==> src/rtl/fifo_index_ctrl_pkg.sv <==
// ---------------------------------------------------------------------------
// fifo_index_ctrl_pkg
//
// Purpose : Shared definitions for the FIFO index controller and its grant
//           sub-block: the width helper used to size pointers and the
//           occupancy counter, the simultaneous_push_pop encodings, and the
//           modulo-depth pointer advance.
//
// Contents:
//   SPP_POP_WINS / SPP_BOTH   encodings of simultaneous_push_pop
//   log_width(n)              bits needed to index n items (minimum 1)
//   max3(a, b, c)             largest of three integers
//   wrap_add(a, b, modulus)   (a + b) mod modulus, for a < modulus and
//                             b <= modulus
//
// Optional feature macro used by the top: FIFO_INDEX_CTRL_HWM_EN
// ---------------------------------------------------------------------------
package fifo_index_ctrl_pkg;

    // simultaneous_push_pop encodings
    localparam int SPP_POP_WINS = 0;   // a granted pop forces the push grant to 0
    localparam int SPP_BOTH     = 1;   // push and pop may both be granted

    // Number of bits needed to represent values 0 .. n-1, never below 1 so
    // that a depth-1 FIFO still gets a legal one-bit pointer.
    function automatic int log_width(input int n);
        int w;
        w = 0;
        while ((1 << w) < n) begin
            w = w + 1;
        end
        return (w < 1) ? 1 : w;
    endfunction

    function automatic int max3(input int a, input int b, input int c);
        int m;
        m = (a > b) ? a : b;
        return (m > c) ? m : c;
    endfunction

    // Pointer advance modulo depth.  The grant logic never accepts more than
    // depth entries in one cycle and pointers are always below depth, so the
    // sum is below 2*depth and a single conditional subtract replaces a
    // general modulo operator.
    function automatic int wrap_add(input int a, input int b, input int modulus);
        int s;
        s = a + b;
        if (modulus <= 0) begin
            return 0;
        end
        if (s >= modulus) begin
            s = s - modulus;
        end
        return s;
    endfunction

endpackage : fifo_index_ctrl_pkg

==> src/rtl/fifo_index_grant.sv <==
// ---------------------------------------------------------------------------
// fifo_index_grant
//
// Purpose : Purely combinational arbitration of per-cycle push/pop entry
//           requests against the current FIFO occupancy.  Produces the
//           accepted counts and the stall indications.
//
// Parameters:
//   depth                  FIFO entries
//   push_width/pop_width   width of the request / accept counts
//   simultaneous_push_pop  SPP_BOTH or SPP_POP_WINS (see package)
//   cnt_width              occupancy width
//
// Ports:
//   i_grant_en    1 = normal operation, 0 = all grants and stalls forced low
//   i_push_req    entries requested to push this cycle
//   i_pop_req     entries requested to pop this cycle
//   i_count       current occupancy
//   o_push_acc    entries accepted for push
//   o_pop_acc     entries accepted for pop
//   o_push_stall  fewer pushes accepted than requested
//   o_pop_stall   fewer pops accepted than requested
// ---------------------------------------------------------------------------
module fifo_index_grant
    import fifo_index_ctrl_pkg::*;
#(
    parameter int depth                 = 8,
    parameter int push_width            = 2,
    parameter int pop_width             = 2,
    parameter int simultaneous_push_pop = SPP_BOTH,
    parameter int cnt_width             = log_width(depth + 1)
) (
    input  logic                  i_grant_en,
    input  logic [push_width-1:0] i_push_req,
    input  logic [pop_width-1:0]  i_pop_req,
    input  logic [cnt_width-1:0]  i_count,
    output logic [push_width-1:0] o_push_acc,
    output logic [pop_width-1:0]  o_pop_acc,
    output logic                  o_push_stall,
    output logic                  o_pop_stall
);

    // One guard bit above the widest operand so that depth - count + pop
    // cannot wrap before the min() is taken.
    localparam int AW = max3(cnt_width, push_width, pop_width) + 1;

    logic [AW-1:0] w_push_req;
    logic [AW-1:0] w_pop_req;
    logic [AW-1:0] w_count;
    logic [AW-1:0] w_depth;
    logic [AW-1:0] w_room;
    logic [AW-1:0] w_pop_x;
    logic [AW-1:0] w_push_x;

    assign w_push_req = AW'(i_push_req);
    assign w_pop_req  = AW'(i_pop_req);
    assign w_count    = AW'(i_count);
    assign w_depth    = AW'(depth);

    always_comb begin
        // Pops are limited by what is stored now; a same-cycle push never
        // satisfies a same-cycle pop.
        w_pop_x = (w_pop_req < w_count) ? w_pop_req : w_count;

        // Free space; when both directions may be granted, the slots being
        // vacated this cycle are reusable by this cycle's push.
        w_room = w_depth - w_count;
        if (simultaneous_push_pop == SPP_BOTH) begin
            w_room = w_room + w_pop_x;
        end

        w_push_x = (w_push_req < w_room) ? w_push_req : w_room;
        if ((simultaneous_push_pop == SPP_POP_WINS) && (w_pop_x != '0)) begin
            w_push_x = '0;
        end

        // Grants are masked while the controller is held in reset so that
        // no entries move downstream.
        if (!i_grant_en) begin
            w_pop_x  = '0;
            w_push_x = '0;
        end
    end

    // The min() results never exceed the request, so truncating to the
    // port width afterwards is lossless.
    assign o_push_acc   = push_width'(w_push_x);
    assign o_pop_acc    = pop_width'(w_pop_x);
    assign o_push_stall = i_grant_en && (w_push_x < w_push_req);
    assign o_pop_stall  = i_grant_en && (w_pop_x < w_pop_req);

endmodule : fifo_index_grant

==> src/rtl/fifo_index_ctrl.sv <==
// ---------------------------------------------------------------------------
// fifo_index_ctrl
//
// Purpose : Multi-entry FIFO index controller.  Accepts per-cycle push/pop
//           entry requests, grants as many as occupancy allows (never
//           overflowing or underflowing), and tracks the write pointer, read
//           pointer, occupancy and status flags.  push_acc/pop_acc are meant
//           to drive the FIFO storage and a downstream index checker.
//
// Parameters:
//   depth                  FIFO entries (> 0)
//   push_width/pop_width   width of request/accept counts
//   simultaneous_push_pop  1 = push and pop may both be granted in a cycle,
//                          0 = a granted pop forces the push grant to 0
//   ptr_width              pointer width, log(depth), minimum 1
//   cnt_width              occupancy width, log(depth+1)
//
// Ports:
//   clk         clock, rising edge
//   reset_n     synchronous reset, active low
//   push_req    entries requested to push this cycle
//   pop_req     entries requested to pop this cycle
//   push_acc    entries accepted for push (combinational)
//   pop_acc     entries accepted for pop (combinational)
//   wr_ptr      next write index
//   rd_ptr      next read index
//   count       current occupancy
//   full        count == depth
//   empty       count == 0
//   push_stall  push_acc < push_req (combinational)
//   pop_stall   pop_acc < pop_req (combinational)
//   ovf_seen    sticky: a push was stalled at some point since reset
//   hwm         high-water mark of count; present only when
//               FIFO_INDEX_CTRL_HWM_EN is defined
// ---------------------------------------------------------------------------
module fifo_index_ctrl
    import fifo_index_ctrl_pkg::*;
#(
    parameter int depth                 = 8,
    parameter int push_width            = 2,
    parameter int pop_width             = 2,
    parameter int simultaneous_push_pop = SPP_BOTH,
    parameter int ptr_width             = log_width(depth),
    parameter int cnt_width             = log_width(depth + 1)
) (
    input  logic                  clk,
    input  logic                  reset_n,
    input  logic [push_width-1:0] push_req,
    input  logic [pop_width-1:0]  pop_req,
    output logic [push_width-1:0] push_acc,
    output logic [pop_width-1:0]  pop_acc,
    output logic [ptr_width-1:0]  wr_ptr,
    output logic [ptr_width-1:0]  rd_ptr,
    output logic [cnt_width-1:0]  count,
    output logic                  full,
    output logic                  empty,
    output logic                  push_stall,
    output logic                  pop_stall,
    output logic                  ovf_seen
`ifdef FIFO_INDEX_CTRL_HWM_EN
    ,
    output logic [cnt_width-1:0]  hwm
`endif
);

    // A zero-entry FIFO has no meaningful pointers; refuse to elaborate.
    generate
        if (depth <= 0) begin : g_depth_check
            $error("fifo_index_ctrl: depth must be greater than 0");
        end
    endgenerate

    localparam int AW = max3(cnt_width, push_width, pop_width) + 1;

    logic [ptr_width-1:0] r_wr_ptr;
    logic [ptr_width-1:0] r_rd_ptr;
    logic [cnt_width-1:0] r_count;
    logic                 r_ovf_seen;

    logic [push_width-1:0] w_push_acc;
    logic [pop_width-1:0]  w_pop_acc;
    logic                  w_push_stall;
    logic                  w_pop_stall;
    logic [AW-1:0]         w_count_next_x;
    logic [cnt_width-1:0]  w_count_next;
    logic [ptr_width-1:0]  w_wr_ptr_next;
    logic [ptr_width-1:0]  w_rd_ptr_next;

    // -----------------------------------------------------------------------
    // Grant arbitration (zero latency from request)
    // -----------------------------------------------------------------------
    fifo_index_grant #(
        .depth                 (depth),
        .push_width            (push_width),
        .pop_width             (pop_width),
        .simultaneous_push_pop (simultaneous_push_pop),
        .cnt_width             (cnt_width)
    ) u_grant (
        .i_grant_en   (reset_n),
        .i_push_req   (push_req),
        .i_pop_req    (pop_req),
        .i_count      (r_count),
        .o_push_acc   (w_push_acc),
        .o_pop_acc    (w_pop_acc),
        .o_push_stall (w_push_stall),
        .o_pop_stall  (w_pop_stall)
    );

    // -----------------------------------------------------------------------
    // Next-state arithmetic
    // -----------------------------------------------------------------------
    // The grant block guarantees count + push - pop stays in 0..depth, so
    // the wide result always fits in cnt_width bits.
    assign w_count_next_x = AW'(r_count) + AW'(w_push_acc) - AW'(w_pop_acc);
    assign w_count_next   = cnt_width'(w_count_next_x);

    // Pointers wrap at depth rather than 2^ptr_width so that non-power-of-2
    // depths index only valid storage locations.
    assign w_wr_ptr_next = ptr_width'(wrap_add(int'(r_wr_ptr), int'(w_push_acc), depth));
    assign w_rd_ptr_next = ptr_width'(wrap_add(int'(r_rd_ptr), int'(w_pop_acc), depth));

    // -----------------------------------------------------------------------
    // State registers
    // -----------------------------------------------------------------------
    always_ff @(posedge clk) begin
        if (!reset_n) begin
            r_wr_ptr   <= '0;
            r_rd_ptr   <= '0;
            r_count    <= '0;
            r_ovf_seen <= 1'b0;
        end else begin
            r_wr_ptr <= w_wr_ptr_next;
            r_rd_ptr <= w_rd_ptr_next;
            r_count  <= w_count_next;
            if (w_push_stall) begin
                r_ovf_seen <= 1'b1;
            end
        end
    end

`ifdef FIFO_INDEX_CTRL_HWM_EN
    // -----------------------------------------------------------------------
    // High-water mark: tracks the largest occupancy reached, including the
    // value being loaded this cycle.
    // -----------------------------------------------------------------------
    logic [cnt_width-1:0] r_hwm;

    always_ff @(posedge clk) begin
        if (!reset_n) begin
            r_hwm <= '0;
        end else if (w_count_next > r_hwm) begin
            r_hwm <= w_count_next;
        end
    end

    assign hwm = r_hwm;
`endif

    // -----------------------------------------------------------------------
    // Outputs
    // -----------------------------------------------------------------------
    assign push_acc   = w_push_acc;
    assign pop_acc    = w_pop_acc;
    assign push_stall = w_push_stall;
    assign pop_stall  = w_pop_stall;
    assign wr_ptr     = r_wr_ptr;
    assign rd_ptr     = r_rd_ptr;
    assign count      = r_count;
    assign full       = (r_count == cnt_width'(depth));
    assign empty      = (r_count == '0);
    assign ovf_seen   = r_ovf_seen;

endmodule : fifo_index_ctrl

==> config.mk <==
export PLATFORM = sky130hd
export DESIGN_NAME = fifo_index_ctrl
export DESIGN_NICKNAME = d
export VERILOG_FILES = /design/src/rtl/fifo_index_ctrl_pkg.sv /design/src/rtl/fifo_index_grant.sv /design/src/rtl/fifo_index_ctrl.sv
export SDC_FILE = /design/constraint.sdc
export NUM_CORES = 1
export LEC_CHECK = 0
export CAP_MARGIN = 20
export CORE_UTILIZATION = 52
export DETAILED_ROUTE_END_ITERATION = 7
export PLACE_DENSITY = 0.91
export SLEW_MARGIN = 20
export SYNTH_ARGS = -nofsm -noshare
export SYNTH_HDL_FRONTEND = slang
export SYNTH_SLANG_ARGS = --single-unit
==> constraint.sdc <==
create_clock -name clk -period 10.7 [get_ports clk]
set_input_delay 1.07 -clock clk [delete_from_list [all_inputs] [get_ports clk]]
set_output_delay 1.07 -clock clk [all_outputs]
set_load 0.05 [all_outputs]
# After elaboration in Yosys (flattened, before gate mapping)
# Index checks and enable logic that the tools add are counted.
[word_totals]
regBits = 11
latch_bits = 0
ram_bits = 0
rom_bits = 0
output_inout_bits = 19
wordCells = 28
memories = 0
[classes]
add_sub_neg = 8
mul = 0
div_mod_pow = 0
order_cmp = 6
n_eq_ne = 1
shifts = 0
muxes = 6
bitwise_logic = 0
reduce_logical = 3
[ops]
columns = ["cell", "n"]
rows = [
  ["$mux W5", 3],
  ["$lt A5 B2 Y1", 2],
  ["$add A3 B2 Y4", 2],
  ["$ge A4 B4 Y1 const B", 2],
  ["$mux W3", 2],
  ["$sub A3 B1 Y3 const B", 2],
  ["$add A5 B5 Y5", 1],
  ["$lt A2 B5 Y1", 1],
  ["$sub A4 B4 Y5 const A", 1],
  ["$add A4 B2 Y4", 1],
  ["$eq A4 B4 Y1 const B", 1],
  ["$logic_not A4 Y1", 1],
  ["$lt A2 B4 Y1", 1],
  ["$mux W4", 1],
  ["$sub A4 B2 Y4", 1],
  ["$logic_and A1 B1 Y1", 2],
]

# Depth between registers and ports, before layout
# Gate-level depths: netlist of run 1.
[depth]
ltp_word = 9
mapped_depth = 21

# Hierarchy
# Synthesis of run 1 repeated with hierarchy kept, for this count alone.
[hier_totals]
hier_cells = 119
area_unflattened_um2 = 1053.5
[by_module_without_submodules]
columns = ["module", "instances", "cells_each", "area_each_um2"]
rows = [
  ["fifo_index_ctrl", 1, 59, 599.3],
  ["fifo_index_grant", 1, 60, 454.2],
]

# Least setup slack after synthesis of run 1
# OpenSTA, ideal clock, no wires.
[synth_timing]
path_kind = "input to output"
startpoint = "input port pop_req[1]"
endpoint = "output port push_stall"
arrival_time_ns = 4.855
required_time_ns = 9.630
slack_ns = 4.775
path_stages = 14
n_path_buf = 0
cell_sequence = "ha_1 > a21oi_1 > nor2b_1 > mux2i_1 > ha_1 > ha_1 > inv_1 > fa_1 > xor2_1 > nand2_1 > nor3_4 > mux2i_1 > ha_1 > o21ai_2"
[synth_between]
elab_chain_cells = 8
[synth_lines]
columns = ["element", "line", "rtl"]
rows = [
  ["start: declaration", "fifo_index_ctrl.sv:49", "input logic [pop_width-1:0] pop_req,"],
  ["$lt A2 B4 Y1", "fifo_index_grant.sv:63", "w_pop_x = (w_pop_req < w_count) ? w_pop_req : w_count;"],
  ["$mux W4 (*)", "fifo_index_grant.sv:63", ""],
  ["$add A5 B5 Y5 (*)", "fifo_index_grant.sv:69", "w_room = w_room + w_pop_x;"],
  ["$lt A2 B5 Y1", "fifo_index_grant.sv:72", "w_push_x = (w_push_req < w_room) ? w_push_req : w_room;"],
  ["$mux W5 (*)", "fifo_index_grant.sv:72", ""],
  ["$mux W5 (*)", "fifo_index_grant.sv:79", "if (!i_grant_en) begin"],
  ["named net push_acc[1]", "fifo_index_ctrl.sv:50", "output logic [push_width-1:0] push_acc,"],
  ["$lt A5 B2 Y1 (*)", "fifo_index_grant.sv:89", "assign o_push_stall = i_grant_en && (w_push_x < w_push_req);"],
  ["$logic_and A1 B1 Y1 (*)", "fifo_index_grant.sv:89", ""],
  ["end: declaration", "fifo_index_ctrl.sv:57", "output logic push_stall,"],
]
# The timed path passes the listed nets; every way through them passes the cells marked *.

# Worst setup path after layout of run 1
[layout_timing]
startpoint = "input port pop_req[1]"
endpoint = "output port push_stall"
[layout_between]
elab_chain_cells = 8
[layout_lines]
columns = ["element", "line"]
rows = [
  ["$lt A2 B4 Y1", "fifo_index_grant.sv:63"],
  ["$mux W4 (*)", "fifo_index_grant.sv:63"],
  ["$add A5 B5 Y5 (*)", "fifo_index_grant.sv:69"],
  ["$lt A2 B5 Y1", "fifo_index_grant.sv:72"],
  ["$mux W5 (*)", "fifo_index_grant.sv:72"],
  ["$mux W5 (*)", "fifo_index_grant.sv:79"],
  ["$lt A5 B2 Y1 (*)", "fifo_index_grant.sv:89"],
  ["$logic_and A1 B1 Y1 (*)", "fifo_index_grant.sv:89"],
]
# Every way passes the cells marked *; elsewhere a longest branch is shown, timed or not.

==> impl_metrics.env, run 1 <==
export IMPL_status="finished, final reports clean"
export IMPL_finClkSkew_ns=0.00585
export IMPL_max_slew_margin_rel_pct=64.8
export IMPL_synth_main_ff_cell="dfxtp_1"
export IMPL_ys_seq_area_share_pct=21.6
export IMPL_grt_pass1_wl_um=3220
export IMPL_synthDistinctLibCells=30
export IMPL_crit_fanout=4
export IMPL_synth_nets=140
export IMPL_drtAntennaViolNets=0
export IMPL_criticalPathCategory="in -> out"
export IMPL_fin_crit_sh_pct=63.0
export IMPL_hp_class="reg -> reg"
export IMPL_via_count=831
export IMPL_layout_commonest_cell="clkdlybuf4s50_1"
export IMPL_syn_area_mm2=0.00102
export IMPL_place_ws_ns=3.94
export IMPL_fin_cells=163
export IMPL_async_flop_share_pct=0
export IMPL_drt_total_wl_um=2040
export IMPL_drt_first_pass_iters=5
export IMPL_cts_tree="yes"
export IMPL_row_count=15
export IMPL_hold_slack_ns=0.494
export IMPL_grt_max_degree=20
export IMPL_cts_sinks=11
export IMPL_clk_latency_ns=0.28
export IMPL_nNetsFinal=167
export IMPL_tns_ns=0
export IMPL_track_usage_pct=22.0
export IMPL_fin_ws_ns=3.96
export IMPL_drc=0
export IMPL_fmax_mhz=148
export IMPL_core_mm2=0.00178
export IMPL_min_period_ns=6.74
export IMPL_antenna_found_initial=0
export IMPL_cap_viol_max_count=0
export IMPL_clockBufferDepth=2
export IMPL_drive_above_1_share_pct=5.80
export IMPL_rsz0062_at_grt="false"
export IMPL_dp_hpwl_um=1620
export IMPL_clk_root_buffer_cell="clkbuf_4"
export IMPL_drt_iter0_drc=20
export IMPL_gp_congestion=0.830
export IMPL_fp_dieH_um=46.3
export IMPL_routedWlPerCell_um=12.5
export IMPL_die_x_um=46.3
export IMPL_multiInputGateArea_um2=719
export IMPL_grt_overflow_total=0
export IMPL_fillers=129
export IMPL_finalSetupViolations=0
export IMPL_cp_required_ns=9.63
export IMPL_io_pins=25
export IMPL_postCtsHoldBufs=0
export IMPL_port_buffers=24
export IMPL_synth_seq_cells=11
export IMPL_cts_setup_buffers=0
export IMPL_cts_resized=0
export IMPL_maxSlewViolCount=0
export IMPL_area_growth_pct=28.5
export IMPL_regArea_um2=220
export IMPL_dp_cells=159
export IMPL_numCtsBuffers=3
export IMPL_cp_arrival_ns=5.67
export IMPL_worstMarginPinSlew_ns=0.526
export IMPL_syn_area_per_cell_um2=9.09
export IMPL_finalHoldViolCount=0
export IMPL_routed_via_density=5.10
export IMPL_synth_edf_count=0
export IMPL_clk_pin_slew_worst_paths_ns=0.07
export IMPL_dieArea_mm2=0.00214
export IMPL_htreeDepth=1
export IMPL_netlist_instances=112
export IMPL_initial_utilization_pct=57.1
export IMPL_end_kind="output pin"
export IMPL_ys_warn_count=0
export IMPL_startpoint_type="primary input"
export IMPL_grt_pass1_vias=780
export IMPL_final_cell_mix="clkdlybuf4s50_1 (24), inv_1 (19), ha_1 (17)"
export IMPL_n_antenna_cell=0
per-stage QoR:
step / cell area, um^2 / util [%]
global placement: 1280 / 71.9
floorplan: 1020 / -
detailed placement: 1280 / 71.9
CTS: 1310 / 73.4
finish: 1310 / 73.4
global route: 1310 / 73.4
worst paths after layout:
check / start / to / slack, ns / cells after the start
setup reg to reg: count[1] / count[3] / 5.90 / 20
setup / recovery: pop_req[1] / push_stall / 3.96 / 18
hold reg to reg: ovf_seen / ovf_seen / 0.49 / 2
hold / removal: ovf_seen / ovf_seen / 0.49 / 2
layer usage:
layer,global-route usage (%),routed length [um]
met3,3.53,58
met5,0,0
met2,37.7,1050
met4,13.5,53
met1,25.3,879
Yosys cell counts, types with 2 or more instances:
library cell	count	area share (%)
a21o_1	2	1.5
a21oi_1	3	1.5
and2_1	10	6.1
clkbuf_1	2	0.74
dfxtp_1	11	22
fa_1	5	9.8
ha_1	17	21
inv_1	19	7.0
mux2_1	2	2.2
mux2i_1	3	2.9
nand2_1	6	2.2
nand2b_1	4	2.5
nor2_1	3	1.1
nor2b_1	3	1.8
o21ai_0	3	1.5
xnor2_1	2	1.7
xor2_1	4	3.4
registers in the layout, summed over array words and instances (netlist names):
name	cells
count	4
rd_ptr	3
wr_ptr	3
ovf_seen	1
cell families (layout without fill, tap and decap cells):
logic type | Yosys count | after routing | synth area share, %
buf+inv | 21 | 47 | 7.74
xor+xnor | 6 | 6 | 5.16
compound gates | 13 | 13 | 8.48
fa+ha+maj | 22 | 22 | 30.7
simple gates | 33 | 33 | 20.8
flops | 11 | 11 | 21.6
other cells | 1 | 1 | 0.368
mux | 5 | 5 | 5.16
area by class of cell:
cell class / count / area share (%)
clock buffers: 4 / 2.01
flip-flops and latches: 11 / 16.8
well taps: 25 / 2.39
multi-input cells: 80 / 55.0
inverters: 19 / 5.45
repair buffers: 24 / 18.4
critical path: stages:
cell and delay [ns]:
clkdlybuf4s50_1 0.43, ha_1 0.32, a21oi_1 0.07, nor2b_1 0.20
mux2i_1 0.29, ha_1 0.16, ha_1 0.17, inv_1 0.06
fa_1 0.38, xor2_1 0.15, nand2_1 0.13, nor3_4 0.29
mux2i_1 0.15, ha_1 0.20, nand2b_1 0.16, or4_4 0.57
o21ai_2 0.06, clkdlybuf4s50_1 0.81
Power of run 1 is left out: the tool's default activity adds up to more than one toggle a clock period on the data nets, which glitch-free logic cannot reach.
==> inputs of run 2 (changes only) <==
--- a/config.mk
+++ b/config.mk
@@ -6,9 +6,9 @@
 export NUM_CORES = 1
 export LEC_CHECK = 0
 export CAP_MARGIN = 20
-export CORE_UTILIZATION = 52
+export CORE_UTILIZATION = 49
 export DETAILED_ROUTE_END_ITERATION = 7
-export PLACE_DENSITY = 0.91
+export PLACE_DENSITY = 0.86
 export SLEW_MARGIN = 20
 export SYNTH_ARGS = -nofsm -noshare
 export SYNTH_HDL_FRONTEND = slang
==> constraint.sdc (replaced) <==
create_clock -name clk -period 6.38 [get_ports clk]
set_input_delay 0.638 -clock clk [delete_from_list [all_inputs] [get_ports clk]]
set_output_delay 0.638 -clock clk [all_outputs]
set_load 0.05 [all_outputs]
==> run 2 against run 1 <==
  * Routed wire length down 0.34%
  * First-iteration DRC count down 80%
  * Critical path depth unchanged
  * Final area up 0.19%
  * Flip-flop and latch count unchanged
  * Global-route usage down 1.5 points
  * Count of clock-buffer cells in the layout unchanged
  * Largest cell class unchanged
==> impl_metrics.env, run 2 (synthesis gave the netlist of run 1 again) <==
export IMPL_status="finished, final reports clean"
export IMPL_io_pins=25
export IMPL_antenna_found_initial=0
export IMPL_path_depth=18
export IMPL_r2r_start="count[1]"
export IMPL_numCtsBuffers=3
export IMPL_grt_pass1_vias=803
export IMPL_grt_max_degree=20
export IMPL_r2r_end="count[3]"
export IMPL_cts_resized=0
export IMPL_drc=0
export IMPL_area_growth_pct=28.7
export IMPL_dp_hpwl_um=1710
export IMPL_worst_path_most_repeated_cell="ha_1"
export IMPL_reg2reg_depth=20
export IMPL_postCtsHoldBufs=0
export IMPL_hp_class="reg -> reg"
export IMPL_fmax_mhz=171
export IMPL_hold_end="ovf_seen"
export IMPL_cpPeakStageDelay_ns=0.81
export IMPL_cp_slowest_cell="clkdlybuf4s50_1"
export IMPL_finalHoldViolCount=0
export IMPL_port_buffers=24
export IMPL_fp_dieH_um=47.6
export IMPL_htreeDepth=1
export IMPL_nNetsFinal=167
export IMPL_final_cell_mix="clkdlybuf4s50_1 (24), inv_1 (19), ha_1 (17)"
export IMPL_die_x_um=47.6
export IMPL_dieArea_mm2=0.00226
export IMPL_layout_commonest_cell="clkdlybuf4s50_1"
export IMPL_cp_top_family="simple AND/OR/NAND/NOR gates"
export IMPL_largest_reg_flops=4
export IMPL_track_usage_pct=20.5
export IMPL_place_area_mm2=0.00128
export IMPL_maxSlewViolCount=0
export IMPL_grt_pass1_wl_um=3220
export IMPL_n_antenna_cell=0
export IMPL_fillers=181
export IMPL_criticalPathCategory="in -> out"
export IMPL_timing_critical_path_buf_inv=3
export IMPL_cts_setup_buffers=0
export IMPL_row_count=16
export IMPL_cap_viol_max_count=0
export IMPL_finClkSkew_ns=0.00282
export IMPL_min_path_cells=2
export IMPL_drive_above_1_share_pct=5.80
export IMPL_cts_tree="yes"
export IMPL_fin_crit_sh_pct=91.4
export IMPL_drtAntennaViolNets=0
export IMPL_worstMarginPinSlew_ns=0.546
export IMPL_hold_slack_ns=0.495
export IMPL_stdcell_area_mm2=0.00131
export IMPL_clockBufferDepth=2
export IMPL_cp_required_ns=5.74
export IMPL_startpoint_type="primary input"
export IMPL_cts_sinks=11
export IMPL_routedWlPerCell_um=12.3
export IMPL_tns_ns=0
export IMPL_clk_root_buffer_cell="clkbuf_4"
export IMPL_core_mm2=0.00196
export IMPL_rsz0062_at_grt="false"
export IMPL_min_period_ns=5.83
export IMPL_finalSetupViolations=0
export IMPL_drt_first_pass_iters=4
export IMPL_routed_via_density=5.01
export IMPL_gp_congestion=0.867
export IMPL_end_kind="output pin"
export IMPL_via_count=827
export IMPL_crit_fanout=4
export IMPL_crit_chain="clkdlybuf4s50_1, ha_1, a21oi_1, nor2b_1, mux2i_1, ha_1, ha_1, inv_1, fa_1, xor2_1, nand2_1, nor3_4, mux2i_1, ha_1, nand2b_1, or4_4, o21ai_2, clkdlybuf4s50_1"
export IMPL_reg2reg_slack_ns=1.67
export IMPL_final_core_util_pct=66.8
export IMPL_max_slew_margin_rel_pct=63.5
export IMPL_initial_utilization_pct=51.9
export IMPL_cp_arrival_ns=5.19
export IMPL_clk_pin_slew_worst_paths_ns=0.07
export IMPL_drt_iter0_drc=4
export IMPL_drt_total_wl_um=2030
export IMPL_clk_latency_ns=0.26
export IMPL_grt_overflow_total=0
export IMPL_min_from="ovf_seen"
[run 2: cell counts in the layout (fill, tap and decap cells not counted)]
No cell type changed its count.
[run 2: layout make-up]
| class | count | area [um^2] | area share [%] |
|---|---|---|---|
| Clock buffer | 4 | 26.3 | 2.00 |
| Inverter | 19 | 71.3 | 5.44 |
| Multi-Input combinational cell | 80 | 719 | 54.9 |
| Sequential cell | 11 | 220 | 16.8 |
| Tap cell | 27 | 33.8 | 2.58 |
| Timing Repair Buffer | 24 | 240 | 18.3 |
[run 2: how the worst max path moves through the flow]
stage | from | to | slack [ns]
3_5_place_dp | pop_req[1] | push_stall | 0.51
4_1_cts | pop_req[1] | push_stall | 0.51
3_3_place_gp | pop_req[1] | push_stall | 0.69
5_1_grt | pop_req[1] | push_stall | 0.34
2_1_floorplan | count[1] | push_stall | 1.08
6_report | pop_req[1] | push_stall | 0.55
[run 2: metrics by stage]
step,setup slack (ns),instances
6_report,0.548,165
5_1_grt,0.337,165
4_1_cts,0.511,165
3_5_place_dp,0.510,161
3_3_place_gp,0.687,161
2_1_floorplan,1.08,112
[run 2: worst min-delay path, delay by kind of cell (launching register included)]
kind | cells | cell delay [ns]
DFF | 1 | 0.33
and+or+nand+nor | 1 | 0.06
AOI/OAI and AO/OA | 1 | 0.08
[run 2: routing by layer]
layer	GRT usage [%]	routed length [um]
met2	36.2	1080
met3	3.02	56
met4	11.7	83
met1	23.6	815
met5	0	0
Power of run 2 is left out for the same reason.
